## src/rtl/hazard_ctrl.sv

```systemverilog
// rtl/hazard_ctrl.sv - pipeline hazard control: freeze, redirect flush, multi-cycle stall, load-use bubble
// Mealy control outputs from a RUN/MC_BUSY FSM plus saturating stall/flush counters.
module hazard_ctrl #(
  parameter int MC_LAT = 4,
  parameter int CNT_W  = 32
) (
  input  logic             clock,
  input  logic             reset,
  input  logic [4:0]       id_rs,
  input  logic [4:0]       id_rt,
  input  logic             id_uses_rt,
  input  logic             ex_MemRead,
  input  logic [4:0]       ex_RT,
  input  logic             ex_multicycle,
  input  logic [1:0]       mem_PCsrc,
  input  logic             dmem_busy,
  output logic             PC_write,
  output logic             IF_ID_write,
  output logic             IF_ID_reset,
  output logic             ID_EX_write,
  output logic             ID_EX_reset,
  output logic             EX_MEM_write,
  output logic             EX_MEM_reset,
  output logic [CNT_W-1:0] stall_count,
  output logic [CNT_W-1:0] flush_count
);

  typedef enum logic {RUN, MC_BUSY} state_t;

  // The triggering cycle counts as the first stall, so cnt starts two short.
  localparam logic [3:0] MC_LOAD = 4'(MC_LAT - 2);

  state_t           state_q, state_d;
  logic [3:0]       cnt_q, cnt_d;
  logic [CNT_W-1:0] stall_count_q, stall_count_d;
  logic [CNT_W-1:0] flush_count_q, flush_count_d;
  logic             stall_inc, flush_inc, load_use;

  assign load_use = ex_MemRead && (ex_RT != 5'd0) &&
                    ((ex_RT == id_rs) || (id_uses_rt && (ex_RT == id_rt)));

  always_comb begin
    PC_write     = 1'b1;
    IF_ID_write  = 1'b1;
    IF_ID_reset  = 1'b0;
    ID_EX_write  = 1'b1;
    ID_EX_reset  = 1'b0;
    EX_MEM_write = 1'b1;
    EX_MEM_reset = 1'b0;
    state_d      = state_q;
    cnt_d        = cnt_q;
    stall_inc    = 1'b0;
    flush_inc    = 1'b0;

    if (reset) begin
      PC_write     = 1'b0;
      IF_ID_write  = 1'b0;
      IF_ID_reset  = 1'b1;
      ID_EX_write  = 1'b0;
      ID_EX_reset  = 1'b1;
      EX_MEM_write = 1'b0;
      EX_MEM_reset = 1'b1;
      state_d      = RUN;
      cnt_d        = 4'd0;
    end else if (dmem_busy) begin
      PC_write     = 1'b0;
      IF_ID_write  = 1'b0;
      ID_EX_write  = 1'b0;
      EX_MEM_write = 1'b0;
      stall_inc    = 1'b1;
    end else if (mem_PCsrc != 2'b00) begin
      IF_ID_reset  = 1'b1;
      ID_EX_reset  = 1'b1;
      EX_MEM_reset = 1'b1;
      state_d      = RUN;
      cnt_d        = 4'd0;
      flush_inc    = 1'b1;
    end else if (state_q == MC_BUSY) begin
      if (cnt_q != 4'd0) begin
        PC_write     = 1'b0;
        IF_ID_write  = 1'b0;
        ID_EX_write  = 1'b0;
        EX_MEM_reset = 1'b1;
        cnt_d        = cnt_q - 4'd1;
        stall_inc    = 1'b1;
      end else begin
        state_d = RUN;
      end
    end else if (ex_multicycle) begin
      PC_write     = 1'b0;
      IF_ID_write  = 1'b0;
      ID_EX_write  = 1'b0;
      EX_MEM_reset = 1'b1;
      cnt_d        = MC_LOAD;
      state_d      = MC_BUSY;
      stall_inc    = 1'b1;
    end else if (load_use) begin
      PC_write     = 1'b0;
      IF_ID_write  = 1'b0;
      ID_EX_reset  = 1'b1;
      stall_inc    = 1'b1;
    end

    stall_count_d = (stall_inc && (stall_count_q != '1)) ? stall_count_q + 1'b1 : stall_count_q;
    flush_count_d = (flush_inc && (flush_count_q != '1)) ? flush_count_q + 1'b1 : flush_count_q;
  end

  always_ff @(posedge clock) begin
    if (reset) begin
      state_q       <= RUN;
      cnt_q         <= 4'd0;
      stall_count_q <= '0;
      flush_count_q <= '0;
    end else begin
      state_q       <= state_d;
      cnt_q         <= cnt_d;
      stall_count_q <= stall_count_d;
      flush_count_q <= flush_count_d;
    end
  end

  assign stall_count = stall_count_q;
  assign flush_count = flush_count_q;

endmodule

```

## config.mk

```make
export PLATFORM = sky130hd
export DESIGN_NAME = hazard_ctrl
export DESIGN_NICKNAME = d
export VERILOG_FILES = /design/src/rtl/hazard_ctrl.sv
export SDC_FILE = /design/constraint.sdc
export NUM_CORES = 1
export LEC_CHECK = 0
export CAP_MARGIN = 15
export CORE_ASPECT_RATIO = 0.8
export CORE_UTILIZATION = 40
export CTS_BUF_LIST = sky130_fd_sc_hd__clkbuf_4
export CTS_CLUSTER_DIAMETER = 50
export CTS_CLUSTER_SIZE = 16
export DETAILED_ROUTE_END_ITERATION = 10
export PLACE_DENSITY = 0.77
export SETUP_SLACK_MARGIN = 0.5
export SLEW_MARGIN = 10
export SYNTH_ARGS = -nofsm -noshare
export SYNTH_HDL_FRONTEND = slang
export SYNTH_SLANG_ARGS = --single-unit
export TNS_END_PERCENT = 50
```

## constraint.sdc

```tcl
create_clock -name clock -period 3 [get_ports clock]
set_input_delay 0.6 -clock clock [delete_from_list [all_inputs] [get_ports clock]]
set_output_delay 0.6 -clock clock [all_outputs]
set_load 0.02 [all_outputs]
```

After elaboration in Yosys (flattened, before gate mapping) --
Cells that the tools add are included.
Storage, ports and cells: word-level logic and storage cells 64, output and inout bits 71, register bits 69
Operators by class: reduce and logical (&&, ||, !) cells 11, $add $sub $neg 3, bitwise gates (word level) 1, eq/ne operators 5, mux-type cells 40
Operators by type and width (count):
- adder 32 x 1 -> 32 bit (second input constant) | 2
- inequality test 32 bit (second input constant) | 2
- 2-to-1 mux 1 bit | 36
- 2-to-1 mux 4 bit | 4
- == test 5 bit | 2
- logical AND 1 bit | 5
- nonzero test 5 bit | 1
- nonzero test 4 bit | 1
- subtractor 4 x 1 -> 4 bit (second input constant) | 1
- inequality test 3 x 1 -> 1 bit (second input constant) | 1
- AND reduction 3 bit | 1
- nonzero test 3 bit | 1
- nonzero test 2 bit | 1
- logical OR 1 bit | 1
- inverter 1 bit | 1

Depth between registers and ports, before layout --
word-level depth 11, depth in mapped cells 10

Least setup slack after synthesis --
Ideal clock, no wire load.
kind input to output, from input ex_RT[1], to output PC_write, path buffers 1, stages 5, arrival time 2.849 ns, slack -0.449 ns, path through or4_1 o21ai_1 nor2_1 a2111oi_0 buf_4
On the way: cells in the longest elaborated chain, start to end 10, elaborated cells on any way between the ends 13, classes of those cells 2 x eq/ne; 6 x mux; 5 x reduce/logical
RTL lines:
- start, declared | line 13 | input logic [4:0] ex_RT,
- == test 5 bit | line 40 | ((ex_RT == id_rs) || (id_uses_rt && (ex_RT == id_rt)));
- logical AND 1 bit | line 40
- logical OR 1 bit | line 40
- logical AND 1 bit * | line 39 | assign load_use = ex_MemRead && (ex_RT != 5'd0) &&
- 2-to-1 mux 1 bit * (6 in a row)
- end, declared | line 17 | output logic PC_write,
Mark *: on every way between the ends. The rest lies on a longest branch, timed or not.

Worst setup path after layout --
from input ex_RT[2], to output IF_ID_write
On the way: cells in the longest elaborated chain, start to end 10, elaborated cells on any way between the ends 13, classes of those cells 2 x eq/ne; 6 x mux; 5 x reduce/logical
RTL lines:
- == test 5 bit | line 40
- logical AND 1 bit | line 40
- logical OR 1 bit | line 40
- logical AND 1 bit * | line 39
- 2-to-1 mux 1 bit * | line 97 | end else if (load_use) begin
- 2-to-1 mux 1 bit * | line 89 | end else if (ex_multicycle) begin
- 2-to-1 mux 1 bit * | line 78 | end else if (state_q == MC_BUSY) begin
- 2-to-1 mux 1 bit * | line 71 | end else if (mem_PCsrc != 2'b00) begin
- 2-to-1 mux 1 bit * | line 65 | end else if (dmem_busy) begin
- 2-to-1 mux 1 bit * | line 55 | if (reset) begin
- end, declared | line 18 | output logic IF_ID_write,
Marked as above.

==> run metrics <==
Yosys cell types 52; final hold vios 0; Die X 110 microns; gate count after technology mapping 456; Via-to-Cell Ratio 5.57; Post-Route WL 10000 microns; post-route design area 5100 sq um; number of placement rows 31; Max-cap violations 0; Synth Flop Type sky130_fd_sc_hd__dfxtp_1; kind of end point of the critical path output port; switching portion of total power 0.250; area share of the largest cell type after synthesis 0.371; Logic pwr share 0.100; startpoint of the tightest hold check path cnt_q[3]; ratio of final minimum period to clock period 0.877; signal arrival time at the worst endpoint 2030 ps; Final Instance Count excl. Fillers 681; Cell Chain, Critical Path buf_8, or4_4, o21ai_4, nor2_2, a2111oi_4, buf_4; commonest cells in the synthesized netlist sky130_fd_sc_hd__dfxtp_1 (69), sky130_fd_sc_hd__nor2_1 (52), sky130_fd_sc_hd__o21ai_0 (32); Power Total 1.78 mW; core box area 9040 sq um; Fmax 0.380 GHz; maximum number of pins on one net before global-route repair 75; total iterations of the first detailed-routing run 5; clock tree buffer depth 2; Warnings, synthesis 0; post-synthesis sequential element count 69; total power per unit cell area 349 nW/um^2; Req. time, crit path 2400 ps; global route total overflow 0; area leader, netlist sky130_fd_sc_hd__dfxtp_1; DR iter-0 viols 152; Clk network pwr share 0.378; die outline area 9710 sq um; smallest hold slack 497 ps; Final min period 2630 ps; antenna violations before repair 0; stage delay of the slowest cell on the critical path 540 ps; worst vdd ir 0.185 mV; via count of the first global-routing pass 3342; synthesized netlist net count 483; aggregate global-route resource usage 0.204; sequential-to-total area share from yosys stat 0.371; quantity of I/O buffers inserted on ports 93; library cell with the highest instance count after synthesis sky130_fd_sc_hd__dfxtp_1; CTS tree built; Synth async-reset ratio 0; area growth from synthesis to final layout 36.8%; CP startpoint ex_RT[2]; outcome complete, no violations; leading cell types by total area after synthesis sky130_fd_sc_hd__dfxtp_1 (37%), sky130_fd_sc_hd__xnor2_1 (5.4%), sky130_fd_sc_hd__nor2_1 (5.2%), sky130_fd_sc_hd__or3_1 (4.9%), sky130_fd_sc_hd__o21ai_0 (4.3%); NumNets Final 588; Antenna Cells 0; clk slew on worst S/H paths 110 ps; cell area after placement 4840 sq um; largest fanout of any net on the critical path 2; count of clock tree sinks 69; detailed-route via count 3794; Setup Skew 14.5 ps; post-detail-place hpwl 6950 microns; number of levels in the clock H-tree 3; Crit Path Class primary input to output port; RD Place Congestion 0.845; effective utilization at floorplan 0.412; number of synthesized flops with an enable pin 0; Total Negative Setup Slacks 0 ps; P_int 1.34 mW; drt drc 0; height of the die 88.3 microns; Setup violations, final 0; unrepaired setup endpoints after global routing yes; fraction of power consumed by sequential logic 0.522; count of nets left with antenna violations after detail routing 0; Cell Area, Synth 3730 sq um; mean area per synthesized cell 8.17 sq um; first-pass GRT wire length 15600 microns; Static Leakage 1.68 nW; fraction of layout cells with a size suffix above 1 0.159; latest clock arrival within the worst-skew pair 400 ps; net switching power 0.444 mW; Final Max Tran Viols 0; Relative slew margins 0.483; class of the most critical hold timing path flop to flop; number of cells in the design after placement 657; Inserted Clock Buffers 9; slew at the pin closest to its max-slew limit 775 ps; slowest cell on the critical path sky130_fd_sc_hd__or4_4; Clock Root Buffer sky130_fd_sc_hd__clkbuf_4; Critical R2R Launch cnt_q[0]; Wirelength per Cell 14.7 microns; Critical Path Start Type primary input; Top Ports 94
-- state kept, by name (all words and copies together), names as in the netlist --
name and cells:
cnt_q 4, state_q 1, stall_count 32, flush_count 32
-- cell families (layout without fill, tap and decap cells) --
family / Yosys count / count (layout) / synth area share
DFF: 69 / 69 / 0.371
muxes: 9 / 9 / 0.0269
buffers and inverters: 33 / 143 / 0.0393
xor gates and xnor gates: 34 / 34 / 0.0799
and+or+nand+nor: 226 / 226 / 0.344
AOI/OAI and AO/OA: 81 / 81 / 0.126
adders and majority gates: 4 / 4 / 0.0134
-- critical path, delay by kind of cell --
family	cells	cell delay, ps
AND/OR/NAND/NOR	2	620
buffers and inverters	2	310
AO/OA/AOI/OAI	2	500
-- routing by layer --
layer  GRT usage  vias up  wire [microns]
met2       0.328      109            4720
met4      0.0412        0              72
li1            -     1869               -
met5           0        -               0
met3      0.0596        7             617
met1       0.272     1809            4610
-- metrics by stage --
stage           util  setup WS, ps
6_report       0.564           370
5_1_grt        0.564           324
3_3_place_gp   0.535          -433
4_1_cts        0.556           347
2_1_floorplan      -           380
3_5_place_dp   0.535          -487
-- repair_timing --
item / CTS / global route
setup endpoints to repair: 30 / 31
setup buffers: 6 / 2
gates cloned: 0 / 0
resized for setup: 67 / 25
pin swaps: 13 / 13
hold buffers: 0 / 0
-- power by group through the flow --
stage               Sequential, mW  Combinational, mW  Clock [mW]
detailed placement           0.949              0.167           0
global placement             0.949              0.163           0
floorplan                    0.953             0.0788           0
CTS                          0.928              0.167       0.691
finish                       0.928              0.178       0.674
global route                 0.930              0.194       0.735
-- cell type report --
class | count | area, sq um
repair buffers | 116 | 1080
multi-input cells | 354 | 2300
clock buffers | 9 | 67.6
fillers | 800 | 3940
well taps | 115 | 144
clock inverters | 7 | 90.1
inverters | 11 | 41.3
flip-flops and latches | 69 | 1380
-- final timing paths --
check | to | slack, ps | cells past startpoint
max | IF_ID_write | 370 | 6
min | cnt_q[3] | 500 | 2
max reg2reg | stall_count[11] | 550 | 9
min reg2reg | cnt_q[3] | 500 | 2
-- cells in the final DEF, fill, tap and decap left out, types with 3 or more instances in the layout --
cell type,Yosys,layout
sky130_fd_sc_hd__clkdlybuf4s50_1,0,68
sky130_fd_sc_hd__dfxtp_1,69,67
sky130_fd_sc_hd__nor2_1,52,49
sky130_fd_sc_hd__o21ai_0,32,32
sky130_fd_sc_hd__a21oi_1,30,30
sky130_fd_sc_hd__or3_1,29,29
sky130_fd_sc_hd__nand3_1,27,27
sky130_fd_sc_hd__buf_4,3,24
sky130_fd_sc_hd__xnor2_1,23,23
sky130_fd_sc_hd__nand2_1,22,22
sky130_fd_sc_hd__nand4_1,20,20
sky130_fd_sc_hd__nor3_1,18,17
sky130_fd_sc_hd__inv_1,11,9
sky130_fd_sc_hd__nor2b_1,9,9
sky130_fd_sc_hd__clkbuf_4,0,9
sky130_fd_sc_hd__dlygate4sd2_1,0,9
sky130_fd_sc_hd__xor2_1,11,8
sky130_fd_sc_hd__nor4_1,8,7
sky130_fd_sc_hd__and3_1,6,6
sky130_fd_sc_hd__or4_1,7,6
sky130_fd_sc_hd__mux2_2,6,6
sky130_fd_sc_hd__and4_1,5,5
sky130_fd_sc_hd__nor4b_1,4,4
sky130_fd_sc_hd__clkbuf_2,0,4
sky130_fd_sc_hd__buf_6,1,4
sky130_fd_sc_hd__nor2_2,0,3
sky130_fd_sc_hd__xor2_2,0,3
sky130_fd_sc_hd__nor4_2,2,3
sky130_fd_sc_hd__nand2b_1,3,3
sky130_fd_sc_hd__and4_4,3,3
sky130_fd_sc_hd__o31ai_1,3,3
sky130_fd_sc_hd__ha_1,4,3
sky130_fd_sc_hd__buf_2,3,3
No activity file was read; power rests on OpenSTA's default activity.
==> RTL change 1: new RTL, same flow settings <==
Change the parameter `CNT_W` from 32 to 40.
--- a/src/rtl/hazard_ctrl.sv
+++ b/src/rtl/hazard_ctrl.sv
@@ -2,7 +2,7 @@
 // Mealy control outputs from a RUN/MC_BUSY FSM plus saturating stall/flush counters.
 module hazard_ctrl #(
   parameter int MC_LAT = 4,
-  parameter int CNT_W  = 32
+  parameter int CNT_W  = 40
 ) (
   input  logic             clock,
   input  logic             reset,
Ports: changed (resized flush_count and stall_count); port bits go from 94 to 110. The function was not compared with the original's and may differ.
==> RTL change 1 against the unedited design <==
  * Highest routed layer unchanged
  * Critical path type unchanged
  * Combinational power up 19%
  * Routed wire length up 31%
  * Sequential cell count up 16
  * Sequential share of layout area down 0.36 points
  * Power up 13%
  * Area after synthesis up 27%
  * Worst setup slack better by 0.12 ns
  * Design area up 25%
==> RTL change 1: results (changes against the unedited design) <==
| Metric | Value |
|---|---|
| Number of global-route vias before repair | 4,280 (+28%) |
| Share of layout cells above drive strength 1 | 18.1% (+2.2 points) |
| Mux share of post-synthesis cell area | 4.66% (+2.0 points) |
| Arrival time worst endpoint | 1.91 ns (-0.12 ns) |
| Post-synth top cells | 85 x dfxtp_1, 70 x nor2_1, 41 x nand2_1 |
| Outcome | finished clean |
| R2R depth | 12 (+3) |
| Clk pin slew, worst setup/hold paths | 0.13 ns (+0.02 ns) |
| R2r endpoint | stall_count[13]$_SDFFE_PP0P_ |
| CTS resizes | 65 (-3.0%) |
| Power Dens Cells | 315 nW/µm² (-9.7%) |
| Sequential cell count | 85 (+23%) |
| Vias | 4,814 (+27%) |
| Filler cells | 1,071 (+34%) |
| WHS Endpoint | stall_count[12]$_SDFFE_PP0P_ |
| VDD IR-drop max | 0.174 mV (-5.8%) |
| Synth unique cells | 58 (+12%) |
| Largest net degree at the start of global routing | 59 (-21%) |
| Post-Place Cell Area | 6080 µm² (+26%) |
| Placer Congestion | 0.802 (-5.1%) |
| Port Buffers | 109 (+17%) |
| Clock-cell share | 2.00% (-1.1 points) |
| Clkbuf count | 10 (+1) |
| Global-route wire length before repair | 20.8 mm (+33%) |
| WL/cell | 15.4 µm (+4.9%) |
## RTL change 1: cell count changes in the layout (fill, tap and decap cells not counted), moves of 11 or more
cell	unedited run	this run
nand2_1	22	40
dfxtp_1	67	81
mux2_2	6	17
or4_1	6	19
xnor2_1	23	37
o31ai_1	3	18
o21ai_0	32	15
clkdlybuf4s50_1	68	86
nor2_1	49	67
or3_1	29	9
## RTL change 1: per-stage QoR
stage / std cells / setup WS, ns
after floorplan: 579 / 0.504
after global placement: 831 / -0.277
after detailed placement: 831 / -0.290
after CTS: 851 / 0.467
after global routing: 854 / 0.445
final: 854 / 0.490
## RTL change 1: report_power, final
part           internal [mW]  total [mW]  leakage (nW)  switching, mW
combinational         0.0977       0.211          1.32          0.114
clock                  0.255       0.652        0.0720          0.397
sequential              1.14        1.15         0.687         0.0103
## RTL change 1: per-layer routing
metal / global-route usage [%] / share of wire [%]
met5: 0 / 0
met4: 5.65 / 1.2
met3: 4.13 / 5.6
met2: 34.0 / 47
met1: 28.7 / 46
==> RTL change 2: new RTL, same settings <==
Made on the original files. Register the output `flush_count` once more, with the module's reset; this adds one clock of latency there. The other outputs are not delayed to match.
--- a/src/rtl/hazard_ctrl.sv
+++ b/src/rtl/hazard_ctrl.sv
@@ -120,7 +120,13 @@
   end
 
   assign stall_count = stall_count_q;
-  assign flush_count = flush_count_q;
+  always_ff @(posedge clock) begin
+    if (reset) begin
+      flush_count <= '0;
+    end else begin
+      flush_count <= flush_count_q;
+    end
+  end
 
 endmodule
 
Check against the original RTL: not equivalent (Yosys sat finds a counterexample within 4 cycles, from zero or initial values and one cycle with reset high).
==> RTL change 2 against the unedited design <==
  * Clock skew rose by 0.0090 ns
  * Global-route usage fell by 3.1 points
  * First-iteration DRC count rose by 30%
  * Count of clock-buffer cells in the layout did not move
  * Routed wire length fell by 2.8%
  * Sequential cell count rose by 32
  * Design area rose by 13%
  * Sequential share of layout area rose by 7.9 points
  * Non-clock buffer count rose by 3
  * Power rose by 23%
  * Via count fell by 2.0%
  * Area after synthesis rose by 19%
  * Utilization fell by 3.2 points
  * Worst setup slack improved by 0.14 ns
  * Highest routed layer unchanged
==> RTL change 2: results (changes against the unedited design) <==
| Metric | Value |
|---|---|
| Met2 usage | 29.2% (-3.5 points) |
| DRT iter0 DRCs | 198 (+30%) |
| Outcome | finished clean |
| Arrival time worst endpoint | 1.89 ns (-0.14 ns) |
| Filler cells | 1,005 (+26%) |
| Met2 wire len | 4.65 mm (-1.5%) |
| Synth unique cells | 53 (+1.9%) |
| Seq/Total Area, Yosys | 45.6% (+8.5 points) |
| Placer Congestion | 0.809 (-4.3%) |
| Cell family with most CP delay | buffers and inverters |
| Pleak | 2.18 nW (+30%) |
| Routed wl met3 | 548 µm (-11%) |
| Final nets | 623 (+6.0%) |
| Largest net degree at the start of global routing | 99 (+32%) |
| Clk pin slew, worst setup/hold paths | 0.15 ns (+0.04 ns) |
| DP Cell Count | 725 (+10%) |
| Detailed Route WL | 9.74 mm (-2.8%) |
| Number of global-route vias before repair | 3,637 (+8.8%) |
| HPWL Detailed | 6.94 mm (-0.13%) |
| Area contributors post-synth | dfxtp_1 46%, xor2_1 9.9%, nor2_1 6.1% |
| CP max stage delay | 0.45 ns (-0.09 ns) |
| Synth-to-layout area growth | 30.1% |
| Met3 usage | 4.92% (-1.0 points) |
| Share of layout cells above drive strength 1 | 15.5% (-0.43 points) |
| Post-Place Cell Area | 5610 µm² (+16%) |
| Gr usage total | 17.3% (-3.1 points) |
| DRT met1 WL | 4.40 mm (-4.7%) |
| Internal Power | 1.61 mW (+21%) |
| Pre-CTS WS | -0.332 ns (+0.155 ns) |
==> RTL change 2: cell count changes in the layout (fill, tap and decap cells not counted), moves of 22 or more <==
cell,delta
a21oi_1,-23
nor2_1,+22
dfxtp_1,+32
xor2_1,+41
or3_1,-25
nor2b_1,+22
o21ai_0,-23
==> RTL change 2: cell type report <==
type | count | area share (%)
Clock buffer | 9 | 1.17
Clock inverter | 7 | 0.954
Inverter | 13 | 0.845
Timing Repair Buffer | 119 | 18.6
Multi-Input combinational cell | 352 | 40.3
Sequential cell | 101 | 35.1
Tap cell | 144 | 3.12
==> RTL change 2: worst paths after layout <==
check | from | endpoint | slack [ns] | cells past startpoint
worst max-delay path | ex_multicycle | IF_ID_write | 0.51 | 6
worst max register to register | flush_count_q[7]$_SDFFE_PP0P_ | flush_count_q[11]$_SDFFE_PP0P_ | 0.57 | 7
worst min register to register | flush_count_q[28]$_SDFFE_PP0P_ | flush_count[28]$_SDFF_PP0_ | 0.50 | 1
worst min-delay path | reset | state_q$_SDFFE_PP0N_ | 0.38 | 2
==> RTL change 2: cell families after synthesis <==
kind of cell    count (synthesis)  synth area share (%)
simple gates                  247                  30.8
flops                         101                  45.6
xor+xnor                       64                  12.6
compound gates                 32                  5.07
buf+inv                        30                  3.44
mux                             5                  1.32
fa+ha+maj                       4                  1.13
==> RTL change 2: repair_timing <==
item	4_1_cts	5_1_grt
pin swaps	15	3
cloned	0	0
setup endpoints to repair	11	23
resized for setup	77	6
buffers inserted	4	0
==> RTL change 2: power groups by stage <==
stage                     clock network [mW]  logic (mW)  registers, mW
after detailed placement                   0       0.175           1.39
final                                  0.646       0.176           1.36
after global placement                     0       0.171           1.39
after floorplan                            0      0.0856           1.39
after CTS                              0.676       0.176           1.36
after global routing                   0.739       0.190           1.36
